## src/rtl/phase_tag_decoder.sv

```systemverilog
// Unpacks phase_tag words into signed quarter-period delay and start period, queued in an FWFT FIFO.
// Optional feature macro: PHASE_TAG_DECODER_AVG_EN (windowed delay averaging over 2^AVG_LOG2 tags).
module phase_tag_decoder #(
  parameter int PHASE_COUNT_SIZE = 6,
  parameter int CLK_0_COUNT_SIZE = 6,
  parameter int FIFO_DEPTH       = 4,
  parameter int AVG_LOG2         = 2
) (
  input  logic                                       clk_0,
  input  logic                                       rst,
  input  logic [CLK_0_COUNT_SIZE+PHASE_COUNT_SIZE+3:0] phase_tag,
  input  logic                                       phase_tag_valid,
  output logic [PHASE_COUNT_SIZE+2:0]                out_delay,
  output logic [CLK_0_COUNT_SIZE-1:0]                out_period,
  output logic                                       out_period_valid,
  output logic                                       out_valid,
  input  logic                                       out_ready,
  output logic                                       overflow,
  input  logic                                       clr_overflow
);

  localparam int TW = CLK_0_COUNT_SIZE + PHASE_COUNT_SIZE + 4;
  localparam int DW = PHASE_COUNT_SIZE + 3;
  localparam int PW = CLK_0_COUNT_SIZE;
  localparam int EW = DW + PW + 1;
  localparam int AW = $clog2(FIFO_DEPTH);
  localparam int CW = AW + 1;

  typedef enum logic [0:0] {
    IDLE = 1'b0,
    RUN  = 1'b1
  } track_state_t;

  track_state_t state, state_next;

  logic [PW-1:0]               tag_start;
  logic [PHASE_COUNT_SIZE-1:0] tag_phase;
  logic [1:0]                  tag_start_phase;
  logic [1:0]                  tag_stop_phase;
  logic [DW-1:0]               delay_calc;
  logic [PW-1:0]               period_calc;
  logic                        period_valid_calc;
  logic [PW-1:0]               prev_start;

  logic          s1_valid;
  logic [DW-1:0] s1_delay;
  logic [PW-1:0] s1_period;
  logic          s1_period_valid;

  logic          push;
  logic [DW-1:0] push_delay;
  logic [EW-1:0] push_entry;

  logic [EW-1:0] mem [FIFO_DEPTH];
  logic [AW-1:0] wr_ptr;
  logic [AW-1:0] rd_ptr;
  logic [CW-1:0] count;
  logic [CW-1:0] count_next;
  logic          full;
  logic          pop;
  logic          wr_en;
  logic          drop;
  logic [EW-1:0] head;

  assign tag_start       = phase_tag[TW-1 -: PW];
  assign tag_phase       = phase_tag[PHASE_COUNT_SIZE+3:4];
  assign tag_start_phase = phase_tag[3:2];
  assign tag_stop_phase  = phase_tag[1:0];

  // Modular DW-bit arithmetic yields the two's-complement delay directly; range never overflows DW.
  assign delay_calc = {1'b0, tag_phase, 2'b00}
                    + {{(DW-2){1'b0}}, tag_stop_phase}
                    - {{(DW-2){1'b0}}, tag_start_phase};

  // Tracking state register
  always_ff @(posedge clk_0 or posedge rst) begin
    if (rst) begin
      state <= IDLE;
    end else begin
      state <= state_next;
    end
  end

  // Tracking next state and period computation
  always_comb begin
    state_next        = state;
    period_calc       = '0;
    period_valid_calc = 1'b0;
    case (state)
      IDLE: begin
        if (phase_tag_valid) begin
          state_next = RUN;
        end else begin
          state_next = IDLE;
        end
      end
      RUN: begin
        period_calc       = tag_start - prev_start;
        period_valid_calc = 1'b1;
        state_next        = RUN;
      end
      default: begin
        state_next = IDLE;
      end
    endcase
  end

  // Previous start count holder
  always_ff @(posedge clk_0 or posedge rst) begin
    if (rst) begin
      prev_start <= '0;
    end else if (phase_tag_valid) begin
      prev_start <= tag_start;
    end else begin
      prev_start <= prev_start;
    end
  end

  // Stage 1 result register
  always_ff @(posedge clk_0 or posedge rst) begin
    if (rst) begin
      s1_valid        <= 1'b0;
      s1_delay        <= '0;
      s1_period       <= '0;
      s1_period_valid <= 1'b0;
    end else begin
      s1_valid <= phase_tag_valid;
      if (phase_tag_valid) begin
        s1_delay        <= delay_calc;
        s1_period       <= period_calc;
        s1_period_valid <= period_valid_calc;
      end else begin
        s1_delay        <= s1_delay;
        s1_period       <= s1_period;
        s1_period_valid <= s1_period_valid;
      end
    end
  end

`ifdef PHASE_TAG_DECODER_AVG_EN
  localparam int AccW = DW + AVG_LOG2;
  localparam int WCW  = (AVG_LOG2 > 0) ? AVG_LOG2 : 1;

  logic signed [AccW-1:0] acc;
  logic signed [AccW-1:0] acc_sum;
  logic [WCW-1:0]         win_cnt;
  logic                   win_last;

  // Window sum and floor average of the closing window
  always_comb begin
    acc_sum    = acc + AccW'($signed(s1_delay));
    win_last   = (win_cnt == WCW'((1 << AVG_LOG2) - 1));
    push       = s1_valid && win_last;
    push_delay = DW'(acc_sum >>> AVG_LOG2);
  end

  // Accumulator and window counter
  always_ff @(posedge clk_0 or posedge rst) begin
    if (rst) begin
      acc     <= '0;
      win_cnt <= '0;
    end else if (s1_valid) begin
      if (win_last) begin
        acc     <= '0;
        win_cnt <= '0;
      end else begin
        acc     <= acc_sum;
        win_cnt <= win_cnt + WCW'(1);
      end
    end else begin
      acc     <= acc;
      win_cnt <= win_cnt;
    end
  end
`else
  assign push       = s1_valid;
  assign push_delay = s1_delay;
`endif

  assign push_entry = {push_delay, s1_period, s1_period_valid};

  assign full  = (count == CW'(FIFO_DEPTH));
  assign pop   = out_valid && out_ready;
  assign wr_en = push && (!full || pop);
  assign drop  = push && full && !pop;

  // FIFO occupancy update
  always_comb begin
    count_next = count;
    case ({wr_en, pop})
      2'b10:   count_next = count + CW'(1);
      2'b01:   count_next = count - CW'(1);
      default: count_next = count;
    endcase
  end

  // FIFO storage, pointers and registered valid flag
  always_ff @(posedge clk_0 or posedge rst) begin
    if (rst) begin
      for (int i = 0; i < FIFO_DEPTH; i++) begin
        mem[i] <= '0;
      end
      wr_ptr    <= '0;
      rd_ptr    <= '0;
      count     <= '0;
      out_valid <= 1'b0;
    end else begin
      if (wr_en) begin
        mem[wr_ptr] <= push_entry;
        wr_ptr      <= wr_ptr + AW'(1);
      end else begin
        wr_ptr <= wr_ptr;
      end
      if (pop) begin
        rd_ptr <= rd_ptr + AW'(1);
      end else begin
        rd_ptr <= rd_ptr;
      end
      count     <= count_next;
      out_valid <= (count_next != '0);
    end
  end

  // Sticky overflow; a drop outranks a same-cycle clear
  always_ff @(posedge clk_0 or posedge rst) begin
    if (rst) begin
      overflow <= 1'b0;
    end else if (drop) begin
      overflow <= 1'b1;
    end else if (clr_overflow) begin
      overflow <= 1'b0;
    end else begin
      overflow <= overflow;
    end
  end

  assign head             = mem[rd_ptr];
  assign out_delay        = head[EW-1 -: DW];
  assign out_period       = head[PW:1];
  assign out_period_valid = head[0];

endmodule

```

## config.mk

```make
export PLATFORM = sky130hd
export DESIGN_NAME = phase_tag_decoder
export DESIGN_NICKNAME = d
export VERILOG_FILES = /design/src/rtl/phase_tag_decoder.sv
export SDC_FILE = /design/constraint.sdc
export NUM_CORES = 1
export LEC_CHECK = 0
export ABC_AREA = 0
export CORE_ASPECT_RATIO = 0.8
export CORE_MARGIN = 10
export CORE_UTILIZATION = 58
export CTS_CLUSTER_SIZE = 16
export DETAILED_ROUTE_END_ITERATION = 8
export HOLD_SLACK_MARGIN = 0.12
export MAX_ROUTING_LAYER = met4
export PLACE_DENSITY = 0.89
export RECOVER_POWER = 25
export SLEW_MARGIN = 5
export SYNTH_ARGS = -nofsm -noshare
export SYNTH_HDL_FRONTEND = slang
export SYNTH_SLANG_ARGS = --single-unit
```

## constraint.sdc

```tcl
create_clock -name clk_0 -period 4.8 [get_ports clk_0]
set_clock_uncertainty 0.1 [all_clocks]
set_input_delay 1.44 -clock clk_0 [delete_from_list [all_inputs] [get_ports clk_0]]
set_output_delay 1.44 -clock clk_0 [all_outputs]
set_load 0.02 [all_outputs]
```

==> impl_metrics.env <==
export IMPL_worstSetupEndpointType="output pin"
export IMPL_hold_violations=0
export IMPL_vdd_drop_max_uv=287.9
export IMPL_timing_rr_start="count[1]"
export IMPL_hold_worst_slack_ns=0.4100
export IMPL_cts_clk_slew_worst_paths_ns=0.09
export IMPL_p_leak_nw=2.229
export IMPL_maxCapViolations=1
export IMPL_synth_edf_count=0
export IMPL_worstHoldPathType="register to register"
export IMPL_clock_sinks=97
export IMPL_p_int_mw=2.204
export IMPL_yosysSeqAreaShare_pct=53.83
export IMPL_gp_congestion=0.7673
export IMPL_drt_iter0_markers=204
export IMPL_wire_per_inst_um=18.34
export IMPL_critPathRequiredTime_ns=3.26
export IMPL_swShare_pct=32.62
export IMPL_dp_hpwl_um=6048
export IMPL_ctsHoldBuffers=0
export IMPL_grt_pass1_vias=2860
export IMPL_clock_fmax_mhz=263.5
export IMPL_io_buffer_count=38
export IMPL_syn_nets=359
export IMPL_setup_worst_path_start_class="register"
export IMPL_synthMostInstantiatedCell="dfrtp_1"
export IMPL_drive_above_1_share_pct=30.35
export IMPL_h_tree_depth=3
export IMPL_clkLatencyLatePin_ns=0.35
export IMPL_cts_buffers=9
export IMPL_netlist_area_leader_share_pct=53.83
export IMPL_power_switching_mw=1.067
export IMPL_status="finished, violations left"
export IMPL_worst_slew_pin_slew_ns=2.196
export IMPL_die_area_mm2=0.01172
export IMPL_final_area_mm2=0.005187
export IMPL_ys_top_cells_by_count="dfrtp_1, mux2_2, inv_1"
export IMPL_grt_ovfl_total=0
export IMPL_rows=28
export IMPL_io_pins=39
export IMPL_synth_distinct_cells=40
export IMPL_setup_viol=0
export IMPL_power_density_mw_per_mm2=630.5
export IMPL_dpl_cell_area_mm2=0.004974
export IMPL_timing_final_crit_share_pct=79.07
export IMPL_yosys_area_top_type="dfrtp_1"
export IMPL_netlist_instances=324
export IMPL_combPwrFrac_pct=41.6
export IMPL_synth_async_reset_ratio_pct=100.0
export IMPL_critical_path_class="register to output pin"
export IMPL_rsz0062_at_grt="no"
export IMPL_seqPwrFrac_pct=41.3
export IMPL_r2r_worst_path_cells=4
export IMPL_r2r_slack_ns=2.83
export IMPL_cp_max_fo=17
export IMPL_cp_endpoint="out_delay[5]"
export IMPL_violations="capacitance limit, slew limit"
export IMPL_area_growth_pct=15.04
export IMPL_drtPass1Iterations=4
export IMPL_grt_antenna_before_repair=0
export IMPL_min_period_ns=3.795
export IMPL_cts_buffer_depth=2
export IMPL_synth_flop_cell="dfrtp_1"
export IMPL_ys_warn_count=0
export IMPL_grt_max_degree=52
export IMPL_cts_resized=0
export IMPL_postCtsSetupRepairBufs=0
export IMPL_initial_utilization_pct=60.15
export IMPL_diodes=0
export IMPL_vias_per_cell=5.709
export IMPL_synth_seq_cells=97
export IMPL_clock_root_buffer="clkbuf_8"
export IMPL_slew_headroom_pct=-47.18
export IMPL_clock_power_share_pct=17.1
export IMPL_synth_area_leaders="dfrtp_1, mux2_2, mux4_2"
export IMPL_die_w_um=118.6
export IMPL_drc=0
export IMPL_critPathArrivalTime_ns=2.26
export IMPL_finalMaxSlewViolations=52
export IMPL_grt_pass1_wl_um=14640
export IMPL_rr_endpoint="mem[28]"
export IMPL_setup_tns_ns=0
export IMPL_tritoncts="built"
export IMPL_nets=400
export IMPL_cp_startpoint="rd_ptr[1]"
export IMPL_vias=2706
export IMPL_groute_usage_overall_pct=15.78
export IMPL_fin_util_pct=69.19
export IMPL_drtAntennaViolNets=0
export IMPL_die_y_um=98.87
export IMPL_synth_area_mm2=0.004509
export IMPL_routed_wirelength_um=8692
export IMPL_core_area_mm2=0.007497
export IMPL_syn_avg_cell_area_um2=13.92
export IMPL_power_mw=3.271
## critical path, stage by stage, from the launching register on
cell             delay (ns)
dfrtp_1                0.90
mux4_2                 0.42
clkdlybuf4s50_1        0.58
## layout make-up
type | count | area [um^2]
Sequential cell | 97 | 2427
Fill cell | 541 | 2310
Multi-Input combinational cell | 190 | 1909
Timing Repair Buffer | 42 | 410.4
Clock buffer | 13 | 178.9
Tap cell | 105 | 131.4
Inverter | 25 | 95.09
Clock inverter | 2 | 35.03
## layout by cell type, fill, tap and decap left out, types with 2 or more instances in the layout
master           netlist  layout
ha_1                  11      11
a21oi_1                7       7
nor3_1                 2       2
nor2b_1                3       3
o22ai_1                2       2
clkbuf_8               0      13
nand3_1                8       8
clkdlybuf4s50_1        0      35
nand2b_1               2       2
nand2_2                4       4
nor2_1                 9       9
dlygate4sd3_1          0       3
o2111ai_1              2       2
o21ai_0                8       8
mux2_2                68      68
buf_4                  0       4
a21o_1                 2       2
xor2_1                 4       4
xnor2_1               10      10
mux4_2                16      16
dfrtp_1               97      97
fa_1                   3       3
inv_1                 25      24
nand2_1               12      12
## power by group through the flow
| stage | clock, mW | sequential [mW] | combinational [mW] |
|---|---|---|---|
| after floorplan | 0 | 1.26 | 1.00 |
| after global placement | 0 | 1.33 | 1.34 |
| after detailed placement | 0 | 1.36 | 1.37 |
| after CTS | 0.564 | 1.35 | 1.38 |
| after global routing | 0.608 | 1.38 | 1.46 |
| final | 0.560 | 1.35 | 1.36 |
## stage by stage
step | worst slack (ns) | std cells
detailed placement | 1.354 | 459
global route | 0.9410 | 474
CTS | 1.008 | 474
floorplan | 0.7263 | 324
finish | 1.005 | 474
global placement | 1.359 | 459
## flip-flops by register name, indices dropped and copies added, names as in the netlist, 2 cells and up
| register | flops |
|---|---|
| count | 3 |
| mem | 64 |
| prev_start | 6 |
| push_delay | 9 |
| rd_ptr | 2 |
| s1_period | 6 |
| wr_ptr | 2 |
## per-layer routing
metal	global-route usage, %	routed length (um)	share of wire, %
met2	24.38	4187	48
met3	3.991	233	2.7
met1	20.29	4158	48
met4	4.499	112	1.3
met5	-	0	0
## worst min path at each step
stage	startpoint	end	slack, ns	cells after the start
finish	mem[37]	mem[37]	0.41	1
detailed placement	mem[30]	mem[30]	0.39	1
global placement	overflow	overflow	0.38	1
CTS	mem[30]	mem[30]	0.41	1
global route	mem[1]	mem[1]	0.43	1
floorplan	mem[16]	mem[16]	0.37	1
## logic make-up after synthesis
kind of cell	Yosys count	share of synthesized area, %
DFF	97	53.83
muxes	85	25.19
and+or+nand+nor	46	5.217
buffers and inverters	37	3.829
AOI/OAI and AO/OA	31	4.828
xor gates and xnor gates	14	2.719
adders and majority gates	14	4.384
Power figures use the tool's default switching activity.
